### config.mk
export PLATFORM = sky130hd
export DESIGN_NAME = hyperbus_rbus_flat_arb
export DESIGN_NICKNAME = d
export VERILOG_FILES = /design/src/rtl/hyperbus_rbus_flat_arb.sv
export SDC_FILE = /design/constraint.sdc
export NUM_CORES = 1
export LEC_CHECK = 0
export BUFFER_PORTS_ARGS = -buffer_cell sky130_fd_sc_hd__buf_2
export CELL_PAD_IN_SITES_DETAIL_PLACEMENT = 1
export CELL_PAD_IN_SITES_GLOBAL_PLACEMENT = 1
export CORE_AREA = 3 3 204 206
export CTS_CLUSTER_SIZE = 40
export DETAILED_ROUTE_END_ITERATION = 8
export DIE_AREA = 0 0 207 209
export PLACE_DENSITY = 0.48
export RECOVER_POWER = 25
export SYNTH_ARGS = -nofsm -noshare
export SYNTH_HDL_FRONTEND = slang
export SYNTH_SLANG_ARGS = --single-unit
### constraint.sdc
create_clock -name clk_sys_i -period 1.95 [get_ports clk_sys_i]
set_input_delay 0.195 -clock clk_sys_i [delete_from_list [all_inputs] [get_ports clk_sys_i]]
set_output_delay 0.195 -clock clk_sys_i [all_outputs]
set_load 0.01 [all_outputs]
### src/rtl/hyperbus_rbus_flat_arb.sv
// Round-robin arbiter folding NumPorts flattened regbus ports onto one
// flattened regbus master port. A stall timeout answers a hung access with
// an error so a dead downstream clock domain cannot lock a requester.
//
// state | meaning
// IDLE  | no access in flight; choose the next valid port from rr_q
// BUSY  | port gnt_q forwarded downstream; waiting for ready/timeout/withdraw
module hyperbus_rbus_flat_arb #(
  parameter int unsigned NumPorts      = 4,
  parameter int unsigned RegAddrWidth  = 32,
  parameter int unsigned RegDataWidth  = 32,
  parameter int unsigned TimeoutCycles = 256,
  parameter int unsigned CntWidth      = $clog2(TimeoutCycles + 1)
) (
  input  logic                                      clk_sys_i,
  input  logic                                      rst_sys_ni,
  input  logic [NumPorts-1:0][RegAddrWidth-1:0]     rbus_req_addr_i,
  input  logic [NumPorts-1:0]                       rbus_req_write_i,
  input  logic [NumPorts-1:0][RegDataWidth-1:0]     rbus_req_wdata_i,
  input  logic [NumPorts-1:0][RegDataWidth/8-1:0]   rbus_req_wstrb_i,
  input  logic [NumPorts-1:0]                       rbus_req_valid_i,
  output logic [NumPorts-1:0][RegDataWidth-1:0]     rbus_rsp_rdata_o,
  output logic [NumPorts-1:0]                       rbus_rsp_ready_o,
  output logic [NumPorts-1:0]                       rbus_rsp_error_o,
  output logic [RegAddrWidth-1:0]                   rbus_mst_req_addr_o,
  output logic                                      rbus_mst_req_write_o,
  output logic [RegDataWidth-1:0]                   rbus_mst_req_wdata_o,
  output logic [RegDataWidth/8-1:0]                 rbus_mst_req_wstrb_o,
  output logic                                      rbus_mst_req_valid_o,
  input  logic [RegDataWidth-1:0]                   rbus_mst_rsp_rdata_i,
  input  logic                                      rbus_mst_rsp_ready_i,
  input  logic                                      rbus_mst_rsp_error_i,
  output logic                                      timeout_o,
  output logic                                      busy_o
);

  localparam int unsigned IdxW    = (NumPorts > 1) ? $clog2(NumPorts) : 1;
  // A disabled timeout yields a zero-width counter; keep one bit so the
  // register stays legal (it is never compared in that case).
  localparam int unsigned CntW    = (CntWidth > 0) ? CntWidth : 1;
  localparam int unsigned CntLast = (TimeoutCycles > 0) ? TimeoutCycles - 1 : 0;

  typedef enum logic {IDLE, BUSY} state_e;

  state_e              state_q, state_d;
  logic [IdxW-1:0]     gnt_q, gnt_d, rr_q, rr_d;
  logic [IdxW-1:0]     pick, cand, gnt_inc;
  logic [CntW-1:0]     cnt_q, cnt_d;
  logic                any_vld, gnt_vld, to_fire, busy;
  int unsigned         idx;

  assign busy    = (state_q == BUSY);
  assign gnt_vld = rbus_req_valid_i[gnt_q];
  assign gnt_inc = (gnt_q == IdxW'(NumPorts - 1)) ? '0 : gnt_q + 1'b1;

  // First valid port scanning upward from rr_q with wrap-around.
  always_comb begin
    pick    = '0;
    cand    = '0;
    idx     = 0;
    any_vld = 1'b0;
    for (int unsigned i = 0; i < NumPorts; i++) begin
      idx = 32'(rr_q) + i;
      if (idx >= NumPorts) idx = idx - NumPorts;
      cand = IdxW'(idx);
      if (!any_vld && rbus_req_valid_i[cand]) begin
        any_vld = 1'b1;
        pick    = cand;
      end
    end
  end

  // Next-state, grant, round-robin pointer and stall counter.
  always_comb begin
    state_d = state_q;
    gnt_d   = gnt_q;
    rr_d    = rr_q;
    cnt_d   = cnt_q;
    to_fire = 1'b0;
    unique case (state_q)
      IDLE: begin
        if (any_vld) begin
          gnt_d   = pick;
          cnt_d   = '0;
          state_d = BUSY;
        end
      end
      BUSY: begin
        if (!gnt_vld) begin
          // Requester withdrew: drop the access silently.
          state_d = IDLE;
          rr_d    = gnt_inc;
        end else if (rbus_mst_rsp_ready_i) begin
          // A real response beats a timeout landing in the same cycle.
          state_d = IDLE;
          rr_d    = gnt_inc;
        end else if ((TimeoutCycles != 0) && (cnt_q == CntW'(CntLast))) begin
          to_fire = 1'b1;
          state_d = IDLE;
          rr_d    = gnt_inc;
        end else if (cnt_q != '1) begin
          cnt_d = cnt_q + 1'b1;
        end
      end
      default: state_d = IDLE;
    endcase
    if (NumPorts == 1) begin
      gnt_d = '0;
      rr_d  = '0;
    end
  end

  // State registers.
  always_ff @(posedge clk_sys_i or negedge rst_sys_ni) begin
    if (!rst_sys_ni) begin
      state_q <= IDLE;
      gnt_q   <= '0;
      rr_q    <= '0;
      cnt_q   <= '0;
    end else begin
      state_q <= state_d;
      gnt_q   <= gnt_d;
      rr_q    <= rr_d;
      cnt_q   <= cnt_d;
    end
  end

  // Downstream request: granted port's fields, only while BUSY.
  always_comb begin
    rbus_mst_req_addr_o  = '0;
    rbus_mst_req_write_o = 1'b0;
    rbus_mst_req_wdata_o = '0;
    rbus_mst_req_wstrb_o = '0;
    rbus_mst_req_valid_o = 1'b0;
    if (busy) begin
      rbus_mst_req_addr_o  = rbus_req_addr_i[gnt_q];
      rbus_mst_req_write_o = rbus_req_write_i[gnt_q];
      rbus_mst_req_wdata_o = rbus_req_wdata_i[gnt_q];
      rbus_mst_req_wstrb_o = rbus_req_wstrb_i[gnt_q];
      rbus_mst_req_valid_o = gnt_vld && !to_fire;
    end
  end

  // Upstream responses: only the granted port ever sees a completion.
  always_comb begin
    rbus_rsp_rdata_o = '0;
    rbus_rsp_ready_o = '0;
    rbus_rsp_error_o = '0;
    for (int unsigned i = 0; i < NumPorts; i++) begin
      if (busy && (gnt_q == IdxW'(i))) begin
        if (to_fire) begin
          rbus_rsp_ready_o[i] = 1'b1;
          rbus_rsp_error_o[i] = 1'b1;
        end else if (gnt_vld && rbus_mst_rsp_ready_i) begin
          rbus_rsp_ready_o[i] = 1'b1;
          rbus_rsp_error_o[i] = rbus_mst_rsp_error_i;
          rbus_rsp_rdata_o[i] = rbus_mst_rsp_rdata_i;
        end
      end
    end
  end

  assign timeout_o = to_fire;
  assign busy_o    = busy;

endmodule

# [Word level (Yosys, flattened, before mapping)]
# Index checks and enable logic that the tools add are counted.
# W data, S select, Z words.
[op_classes] bitwise_logic=1 order_cmp=9 muxes=72 eq_ne=11 n_reduce_logical=17 addsub=9
[op_table] cell="$mux W32" n=10
[op_table] cell="$bmux W32 S2" n=2
[op_table] cell="$mux W9" n=5
[op_table] cell="$mux W1" n=32
[op_table] cell="$mux W2" n=12
[op_table] cell="$pmux W9 S2" n=1
[op_table] cell="$lt A2 B3 Y1 const B" n=5
[op_table] cell="$bmux W1 S2" n=6
[op_table] cell="$add A9 B1 Y9 const B" n=1
[op_table] cell="$eq A9 B8 Y1 const B" n=1
[op_table] cell="$ge A3 B3 Y1 const B" n=3
[op_table] cell="$logic_and A1 B1 Y1" n=9
[op_table] cell="$ne A9 B9 Y1 const B" n=1
[op_table] cell="$bmux W4 S2" n=1
[op_table] cell="$mux W4" n=2
[op_table] cell="$sub A2 B1 Y2 const B" n=4
[op_table] cell="$add A2 B2 Y3 const B" n=2
[op_table] cell="$ne A2 B2 Y1 const B" n=3
[op_table] cell="$reduce_and A5 Y1" n=1
[op_table] cell="$eq A2 B2 Y1 const B" n=2
[op_table] cell="$logic_not A1 Y1" n=4
[op_table] cell="$ne A2 B1 Y1 const B" n=2
[op_table] cell="$reduce_and A2 Y1" n=2
[op_table] cell="$add A2 B1 Y3 const B" n=1
[op_table] cell="7 further kinds" n=7
[totals] elab_cells=123 ff_bits=14 in_bits=316

# [Depth between registers and ports, before layout]
# Gate-level depths: netlist of the first run.
[depth] word_depth=16 depth_mapped=9 depth_no_buf=8

# [Worst setup path before layout of the first run]
# No wires, ideal clock.
[synth_path] kind="reg2out" from="register gnt_q[0]" to="output rbus_rsp_rdata_o[32] (netlist name)" required_time_ns=1.755 setup_slack_ns=-0.065 path_stages_with_launch=8 t_arrival_ns=1.820 path_cell_list="dfrtp_1 buf_6 mux4_2 and3_1 buf_6 buf_6 buf_6 and3_1"
[synth_lines] item="from (decl)" line_no="46" text="logic [IdxW-1:0] gnt_q, gnt_d, rr_q, rr_d;"
[synth_lines] item="from (signal assigned)" line_no="122" text="gnt_q <= gnt_d;"
[synth_lines] item="to (decl)" line_no="22" text="output logic [NumPorts-1:0][RegDataWidth-1:0] rbus_rsp_rdata_o,"

==> results by group, run 1 <==
Run status
  • Status: finished, violations left
  • Failing checks: setup timing

Clock network
  • CTS tree: yes
  • Maximum root-to-sink buffer count: 2
  • Clock slew at reported path FFs: 0.05 ns
  • Htree depth: 1
  • Clk_lat worst skew: 0.24 ns
  • Num CTS Buffers: 3
  • Clock tree sinks: 14
  • Root buf cell: clkbuf_16

STA
  • Worst slew pin tran: about 0.9 ns
  • Final Skew: 0.00213 ns
  • Max transition margin: 0.400
  • Setup TNS: -36.71 ns
  • Final setup viols: a little over 200
  • Worst setup margin: -0.265 ns
  • Final Hold Viols: 0
  • Max Slew Vio Count: 0
  • Final period utilization: 1.14
  • RSZ-0062 raised after global routing: true
  • Crit path time final: between 2 and 2.5 ns
  • Max Fclk: 452 MHz

GRT
  • Initial antenna violation count: 8
  • Congestion Overflow GR: 0
  • Global-route wire length before repair: approximately 39000 µm
  • Vias in the first global route: around 6300
  • Largest net degree at the start of global routing: 67
  • GRT Overall Usage: 0.113

Detailed routing
  • Routed vias: between 5000 and 6000
  • Antenna viol nets, final: 0
  • DR DRC count: 0
  • Routed WL: just under 30000 µm
  • Detailed Route Iter0 Violations: ~270
  • Per-cell routed wire length: 19.3 µm
  • TritonRoute pass-1 iters: 4
  • Via density: around 4

Power
  • Switching pwr: 3.99 mW
  • Cell Int Power: between 4 and 5 mW
  • Seq pwr share: 0.053
  • Sw Share: 0.451
  • Power per standard cell area: approximately 1000 nW/µm²
  • Clock share of power: 0.050
  • Combinational power share: 0.898
  • Peak VDD IR: ~0.74 mV
  • Leak: between 4 and 5 nW

Worst setup path
  • CP Capture Type: primary output
  • Worst setup path class: reg2out
  • Worst-path fanout max: 23
  • CP Data Arrival Time: 2.02 ns
  • Critical Path RT: around 1.8 ns
  • Type of origin of the critical path: flip-flop

Floorplan
  • Die Ht: 209 µm
  • Initial Util: 0.100
  • Die area: 43300 µm²
  • Core Area: roughly 40000 µm²
  • Ports: ~520
  • Die Width: roughly 210 µm
  • # rows: 73

Synth
  • Register area share after synthesis: 0.0880
  • Synth top area cells: mux4_2 (40%), and2_1 (17%), and3_1 (17%), dfrtp_1 (8.8%), clkbuf_1 (3.1%)
  • Top cells by count, synth: and2_1 (106), and3_1 (106), mux4_2 (70)
  • Syn_area_per_cell: 9.43 µm²
  • Synth warn: 0
  • Post-synth ARST share: 1.00
  • Synth top area share: 0.396
  • Synth unique cells: 30
  • Syn_nets: about 750
  • Synthesized flop and latch total: 14
  • Dominant synthesized flop cell: dfrtp_1
  • Cell area after synthesis: 3980 µm²
  • Cell count after synthesis: roughly 420
  • Cell accounting for the most synthesized area: mux4_2
  • Post-synth EDFFs: 0

Finish
  • Layout area overhead: 120%
  • Nets: 1296
  • Layout cells sized above 1: 0.791
  • Fin area: just under 9000 µm²

Placement
  • Detailed placement HPWL: ~23000 µm
  • Port Buffers: 523
  • Placed cell area: between 7000 and 8000 µm²
  • GP Congestion: between 0.8 and 0.9

Run
  • Max cap viols: 0

Hold path
  • Worst min-delay path class: in2reg
==> routing by layer <==
layer  vias to the layer above  part of all wire  GRT usage
met2                       303              0.53      0.215
met5                         -            0.0029          0
met1                      2902              0.38      0.129
met4                        14             0.020     0.0169
met3                        47             0.072     0.0312
li1                       2708                 -          -
==> path summary, 6_finish.rpt <==
path	start	to	slack, ns	depth (start not counted)
hold / removal	rbus_req_valid_i[3]	busy_o	0.37	4
max in group asynchronous	rst_sys_ni	gnt_q[0]	0.70	2
setup reg to reg	cnt_q[0]	cnt_q[5]	-0.02	9
min in group asynchronous	rst_sys_ni	gnt_q[1]	0.60	2
setup / recovery	gnt_q[0]	rbus_rsp_rdata_o[102]	-0.26	5
hold reg to reg	cnt_q[8]	cnt_q[8]	0.55	2
==> layout by cell type, fill, tap and decap left out, drive strengths merged <==
master / n
buf: 587
and3: 110
and2: 106
mux4: 70
nand3: 17
dfrtp: 14
nand2: 10
clkbuf: 8
o21ai: 7
ha: 7
nor2: 5
inv: 5
mux2i: 3
nand2b: 3
a21oi: 3
o311ai: 3
diode: 2
and4: 1
or2: 1
o41ai: 1
nor3: 1
a2111oi: 1
a21o: 1
o211ai: 1
nand4: 1
or3: 1
nand3b: 1
a221o: 1
mux2: 1
xor2: 1
dlygate4sd3: 1
==> cell type report <==
type / instances / area (µm²)
clock buffers: 4 / 88.8
flip-flops and latches: 14 / 359
diodes: 2 / 5.00
inverters: 5 / 21.3
multi-input cells: 357 / 3820
well taps: 525 / 657
fillers: 4761 / 31100
repair buffers: 592 / 3810
==> sequential cells by signal, indices dropped and copies added, names as in the netlist <==
signal / cells
rr_q: 2
cnt_q: 9
busy_o: 1
gnt_q: 2
==> worst max-delay path, stage by stage (launching register included) <==
cell and delay, ns:
dfrtp_4 0.42, mux4_2 0.56, and3_4 0.26, buf_12 0.18
and3_1 0.19, buf_2 0.14
==> through the flow <==
stage	std cells	hold slack, ns	worst slack [ns]	util	power [mW]
detailed placement	1466	0.137	-0.0560	0.193	7.37
global route	1498	0.384	-0.317	0.220	9.54
global placement	1466	0.130	-0.0180	0.193	7.35
CTS	1477	0.375	-0.299	0.203	8.07
finish	1499	0.365	-0.265	0.220	8.85
floorplan	422	-0.101	-0.0151	-	4.49
==> timing repair <==
item                                   in CTS  in global routing
gates resized for setup                    52                104
pin swaps                                  19                 26
endpoints found under the hold margin      14                  0
cloned                                      0                 11
buffers inserted                            6                 10
hold buffers                                1                  0
setup endpoints to repair                 209                214
==> power groups by stage <==
stage          clock [mW]  combinational, mW  sequential (mW)
6_report            0.438               7.94            0.468
5_1_grt             0.466               8.60            0.480
2_1_floorplan           0               4.06            0.435
3_3_place_gp            0               6.89            0.459
3_5_place_dp            0               6.91            0.466
4_1_cts             0.449               7.16            0.461
==> kinds of logic (layout without fill, tap and decap cells) <==
family                     Yosys count  count (layout)  share of synthesized area
AOI/OAI and AO/OA                   18              18                     0.0299
buffers and inverters               55             601                     0.0682
and+or+nand+nor                    253             257                      0.383
muxes                               74              74                      0.406
adders and majority gates            7               7                     0.0220
other                                0               2                          0
xor gates and xnor gates             1               1                    0.00220
DFF                                 14              14                     0.0880
(Power assumes the default switching activity.)
==> run 2: changes to the inputs <==
- PLACE_DENSITY: 0.48 -> 0.58
- TNS_END_PERCENT: unset -> 50
==> run 2 against run 1 <==
Effect of this change: the flow still finishes with violations (setup timing); clock power is essentially flat; hold slack improved by 0.10 ns; routed wire length shrank 4.4%; non-clock buffer count is 14 lower; die area is the same; critical endpoint is now rbus_rsp_rdata_o[85].
==> results by group, run 2 (synthesis results as in run 1) <==
Power
  • Power per standard cell area: 1090 nW/µm² (+8.2%)
  • Power consumption: 9.71 mW (+9.7%)
  • Peak VDD IR: 0.443 mV (-40%)
  • Leak: 4.54 nW (about the same)

Clock network
  • Maximum root-to-sink buffer count: 2 (unchanged)
  • Clk_lat worst skew: 0.24 ns (about the same)
  • Clock tree sinks: 14 (unchanged)
  • Htree depth: 1 (unchanged)
  • CTS tree: yes
  • Num CTS Buffers: 3 (unchanged)
  • Clock slew at reported path FFs: 0.05 ns (about the same)
  • Root buf cell: clkbuf_16

Finish
  • Most common cell after layout, fill and taps aside: buf_2
  • Biggest regs: cnt_q (9), gnt_q (2), rr_q (2)
  • Reg with most FFs: cnt_q
  • Nets: 1278 (-1.4%)
  • Footprint of the multi-input gates: 3860 µm² (+0.92%)
  • Layout cells sized above 1: 0.816 (+0.0244)
  • FF+latch area: 359 µm² (unchanged)
  • Fill cells: 4755 (-0.13%)
  • Commonest cells after routing, fill and taps aside: buf_2 (434), buf_6 (94), mux4_2 (70), and3_4 (59), and2_1 (54)
  • Max reg flops: 9 (unchanged)
  • Layout area overhead: 123%

Floorplan
  • Die area: 43300 µm² (unchanged)
  • Core Area: 39800 µm² (unchanged)
  • Initial Util: 0.100 (unchanged)
  • Die Width: 207 µm (unchanged)
  • Ports: 524 (unchanged)
  • Die Ht: 209 µm (unchanged)
  • # rows: 73 (unchanged)

GRT
  • Largest net degree at the start of global routing: 71 (+6.0%)
  • Vias in the first global route: 6262 (-0.62%)
  • Global-route wire length before repair: 39300 µm (-0.12%)
  • GRT Overall Usage: 0.115 (+0.00165)
  • Initial antenna violation count: 4 (-4)
  • Congestion Overflow GR: 0 (unchanged)

Run status
  • Status: finished, violations left
  • Failing checks: setup timing

STA
  • Setup TNS: -46.71 ns (-10.0 ns)
  • Final Hold Viols: 0 (unchanged)
  • Worst slew pin tran: 0.848 ns (-0.0518 ns)
  • Max Fclk: 439 MHz (-2.7%)
  • Worst setup margin: -0.326 ns (-0.0611 ns)
  • RSZ-0062 raised after global routing: true
  • Final period utilization: 1.17 (+0.0314)
  • Final Skew: 0.00225 ns (+0.000123 ns)
  • Crit path time final: 2.28 ns (+0.0611 ns)
  • Max transition margin: 0.435 (+0.0345)
  • Final setup viols: 206 (unchanged)
  • Max Slew Vio Count: 0 (unchanged)
  • Final hold slack: 0.466 ns (+0.100 ns)

Hold path
  • Worst hold path stage count: 4 (unchanged)
  • Worst min-delay path class: in2reg

Worst setup path
  • Type of origin of the critical path: flip-flop
  • Worst setup path class: reg2out
  • Worst-path fanout max: 33 (+43%)
  • CP Data Arrival Time: 2.08 ns (+0.06 ns)
  • FF-to-FF path depth: 9 (unchanged)
  • Critical Path RT: 1.75 ns (about the same)
  • CP Capture Type: primary output

Detailed routing
  • TritonRoute pass-1 iters: 4 (unchanged)
  • Detailed Route Iter0 Violations: 263 (-1.5%)
  • Per-cell routed wire length: 18.7 µm (-3.3%)
  • Routed vias: 5862 (-1.9%)
  • Routed WL: 27700 µm (-4.4%)
  • Highest routed layer: met5
  • Antenna viol nets, final: 0 (unchanged)
  • Wl on met1: 10700 µm (-2.7%)
  • Via density: 3.96 (-0.68%)
  • Met3 wire length: 1960 µm (-5.5%)
  • DR DRC count: 0 (unchanged)
  • Met2 wire len: 14700 µm (-3.9%)

Placement
  • Port Buffers: 523 (unchanged)
  • GP Congestion: 1.02 (+21%)
  • Detailed placement HPWL: 22700 µm (-2.1%)

Run
  • Max cap viols: 0 (unchanged)
run 2: cell count changes in the layout (fill, tap and decap cells not counted), moves of 3 or more:
cell	previous run	this run
buf_12	12	17
and2_4	32	52
ha_2	1	4
clkbuf_16	6	3
and3_1	53	46
buf_4	42	24
and2_1	74	54
buf_6	76	94
buf_8	2	5
buf_2	455	434
run 2: power breakdown:
| part | switching [mW] | internal (mW) | leakage [nW] |
|---|---|---|---|
| logic | 3.85 | 4.95 | 4.32 |
| clock network | 0.127 | 0.311 | 0.0442 |
| registers | 0.0990 | 0.375 | 0.182 |
run 2: repair_timing:
action / 4_1_cts / 5_1_grt
hold endpoints to repair: 14 / 0
pin swaps: 17 / 19
setup endpoints to repair: 213 / 213
gates resized for setup: 96 / 111
gates cloned: 3 / 0
hold buffers: 1 / 0
setup buffers: 11 / 1
run 2: layout make-up:
type	instances	area share
repair buffers	578	0.439
multi-input cells	353	0.434
well taps	525	0.0740
flip-flops and latches	14	0.0404
inverters	5	0.00211
clock buffers	4	0.0100
diodes	2	0.000563
run 2: routing by layer:
layer,track usage,vias up
met5,0,-
met4,0.0117,4
met3,0.0269,22
met2,0.219,314
met1,0.135,2854
li1,-,2668
run 2: worst paths after layout:
path	from	endpoint	slack, ns
max	gnt_q[0]	rbus_rsp_rdata_o[85]	-0.33
min	rbus_req_valid_i[1]	gnt_q[1]	0.47
max reg2reg	cnt_q[2]	cnt_q[5]	0.09
min reg2reg	cnt_q[7]	cnt_q[7]	0.54
max in group asynchronous	rst_sys_ni	gnt_q[1]	0.76
min in group asynchronous	rst_sys_ni	cnt_q[4]	0.57
run 2: critical path, stage by stage (launching register included):
cell     delay, ns
dfrtp_4       0.43
mux4_2        0.53
buf_6         0.15
and3_4        0.19
buf_16        0.18
and3_1        0.20
buf_2         0.15
run 2: through the flow:
step / std cells / worst slack, ns / utilization / cell area [µm²]
after global placement: 1461 / -0.168 / 0.193 / 7670
after floorplan: 422 / -0.0153 / - / 4190
after global routing: 1481 / -0.389 / 0.223 / 8880
final: 1481 / -0.326 / 0.223 / 8880
after CTS: 1479 / -0.326 / 0.210 / 8380
after detailed placement: 1461 / -0.172 / 0.193 / 7670
==> run 3: changes to the inputs <==
- BUFFER_PORTS_ARGS: -buffer_cell sky130_fd_sc_hd__buf_2 -> unset
- CORE_AREA: 3 3 204 206 -> 3 3 201 203
- DIE_AREA: 0 0 207 209 -> 0 0 204 206
- DONT_BUFFER_PORTS: unset -> 1
- PLACE_DENSITY: 0.58 -> 0.4
==> run 3 against run 2 <==
Effect of this change: global-route usage fell by 2.0 points; final cell count fell by 36%; clock-buffer cell count unchanged; maximum frequency is 5.1% higher; the flow still finishes with violations (setup timing); total power fell by 21%; final area is 33% lower; critical path type unchanged.
==> results by group, run 3 (synthesis results as in run 1) <==
Finish
  • Biggest regs: cnt_q (9), gnt_q (2), rr_q (2)
  • Util after Layout: 0.155 (-0.0685)
  • Fin area: 5970 µm² (-33%)
  • Footprint of the multi-input gates: 4130 µm² (+6.9%)
  • Max reg flops: 9 (unchanged)
  • Layout cells sized above 1: 0.751 (-0.0643)
  • Fill cells: 4402 (-7.4%)
  • Layout area overhead: 50.0%
  • Most common cell after layout, fill and taps aside: and3_4
  • FF+latch area: 359 µm² (unchanged)
  • Reg with most FFs: cnt_q
  • Commonest cells after routing, fill and taps aside: and3_4 (101), and2_4 (82), mux4_2 (70), and2_1 (24), buf_4 (18)
  • Nets: 746 (-42%)

Clock network
  • Clock tree sinks: 14 (unchanged)
  • Clk_lat worst skew: 0.25 ns (about the same)
  • Htree depth: 1 (unchanged)
  • CTS tree: yes
  • Root buf cell: clkbuf_16
  • Num CTS Buffers: 3 (unchanged)
  • Clock slew at reported path FFs: 0.05 ns (about the same)
  • Maximum root-to-sink buffer count: 2 (unchanged)

STA
  • Worst slew pin tran: 0.733 ns (-0.115 ns)
  • Worst setup margin: -0.216 ns (+0.110 ns)
  • Max Slew Vio Count: 0 (unchanged)
  • Max transition margin: 0.510 (+0.0750)
  • Max Fclk: 462 MHz (+5.1%)
  • Final Skew: 0.00223 ns (-0.0000221 ns)
  • Final setup viols: 180 (-13%)
  • Crit path time final: 2.17 ns (-0.110 ns)
  • RSZ-0062 raised after global routing: true
  • Final period utilization: 1.11 (-0.0563)
  • Final hold slack: 0.183 ns (-0.283 ns)
  • Final Hold Viols: 0 (unchanged)

Hold path
  • Hold path start: rbus_req_valid_i[0]
  • Hold EP: gnt_q[1]
  • Worst hold path stage count: 2 (-2)
  • Worst min-delay path class: in2reg

Detailed routing
  • Via density: 4.16 (+5.1%)
  • Routed vias: 3938 (-33%)
  • TritonRoute pass-1 iters: 4 (unchanged)
  • Antenna viol nets, final: 0 (unchanged)
  • Detailed Route Iter0 Violations: 244 (-7.2%)
  • DR DRC count: 0 (unchanged)
  • Routed WL: 23700 µm (-14%)
  • Per-cell routed wire length: 25.0 µm (+34%)

Run status
  • Failing checks: setup timing
  • Status: finished, violations left

Worst setup path
  • Worst-path fanout max: 16 (-52%)
  • CP Data Arrival Time: 1.97 ns (-0.11 ns)
  • CP cell instances: mux4_2 > and2_4 > and3_4 > clkbuf_16 > and2_4
  • RR Startpoint: cnt_q[0]
  • R2R Path End: cnt_q[5]
  • Type of origin of the critical path: flip-flop
  • Worst setup path class: reg2out
  • Slowest CP cell: mux4_2
  • Worst path most repeated cell: and2_4
  • CP max stage delay: 0.53 ns (about the same)
  • CP Capture Type: primary output
  • FF-to-FF path depth: 9 (unchanged)
  • Critical Path RT: 1.75 ns (about the same)
  • R2r setup slk: 0.10 ns (about the same)

Power
  • Power per standard cell area: 1280 nW/µm² (+17%)
  • Leak: 2.06 nW (-55%)
  • Peak VDD IR: 0.447 mV (+1.0%)

Placement
  • Placed cell area: 4970 µm² (-35%)
  • Detailed placement HPWL: 19400 µm (-15%)
  • GP Congestion: 0.883 (-13%)
  • Port Buffers: 0 (-100%)

Floorplan
  • Die Ht: 206 µm (-1.4%)
  • Ports: 524 (unchanged)
  • Die Width: 204 µm (-1.4%)
  • Initial Util: 0.103 (+0.00304)
  • Die area: 42000 µm² (-2.9%)
  • Core Area: 38600 µm² (-3.0%)
  • # rows: 72 (-1.4%)

GRT
  • Initial antenna violation count: 18 (+14)
  • Vias in the first global route: 3927 (-37%)
  • Congestion Overflow GR: 0 (unchanged)
  • Global-route wire length before repair: 29400 µm (-25%)
  • Largest net degree at the start of global routing: 67 (-5.6%)
  • GRT Overall Usage: 0.0951 (-0.0199)

Run
  • Max cap viols: 0 (unchanged)
-- run 3: cell types whose count changed in the layout (fill, tap and decap cells not counted), moves of 5 or more --
cell     previous run  this run
and2_1             54        24
and2_4             52        82
and3_1             46         5
and3_4             59       101
buf_2             434         0
buf_4              24        18
buf_6              94         3
diode_2             2         7
-- run 3: metal layers --
metal | routed length, µm | vias to the layer above | global-route usage
met5 | 83 | - | 0
met1 | 8400 | 1958 | 0.108
li1 | - | 1613 | -
met2 | 12100 | 319 | 0.171
met4 | 304 | 14 | 0.0116
met3 | 2750 | 34 | 0.0405
-- run 3: repair_timing --
action | CTS | global route
gates resized for setup | 113 | 63
hold buffers | 1 | 0
setup endpoints to repair | 198 | 216
buffers inserted | 2 | 4
endpoints found under the hold margin | 14 | 0
cloned | 4 | 3
pin swaps | 30 | 14
-- run 3: report_power, final --
part	total (mW)	internal (mW)	switching (mW)	leakage, nW
clock network	0.445	0.312	0.133	0.0442
logic	6.71	3.49	3.22	1.83
registers	0.472	0.374	0.0975	0.182
-- run 3: worst max path at each step --
stage	startpoint	end	slack, ns
floorplan	gnt_q[0]	rbus_rsp_rdata_o[32]	-0.02
CTS	gnt_q[0]	rbus_rsp_rdata_o[36]	-0.23
global placement	cnt_q[5]	cnt_q[5]	-0.05
global route	gnt_q[0]	rbus_rsp_rdata_o[104]	-0.28
detailed placement	cnt_q[5]	cnt_q[7]	-0.03
finish	gnt_q[0]	rbus_rsp_rdata_o[25]	-0.22
-- run 3: stage by stage --
step	TNS [ns]	power (mW)	worst slack (ns)	cells
5_1_grt	-38.24	8.14	-0.284	947
3_3_place_gp	-0.0657	5.83	-0.0478	922
2_1_floorplan	-1.00	4.49	-0.0153	422
6_report	-25.72	7.63	-0.216	947
3_5_place_dp	-0.0495	5.85	-0.0283	922
4_1_cts	-30.72	7.06	-0.234	933
-- run 3: final cells by class --
class | count | area share
antenna | 7 | 0.00293
clock buffer | 4 | 0.0149
inverter | 5 | 0.00314
multi-input combinational | 353 | 0.691
sequential | 14 | 0.0601
tap | 518 | 0.109
timing repair buffer | 46 | 0.120
-- run 3: critical path: cells and delay by family, from the launching register on --
kind                   cells  cell delay (ns)
multiplexers               1             0.53
AND/OR/NAND/NOR            3             0.57
buffers and inverters      1             0.19
flip-flops                 1             0.43
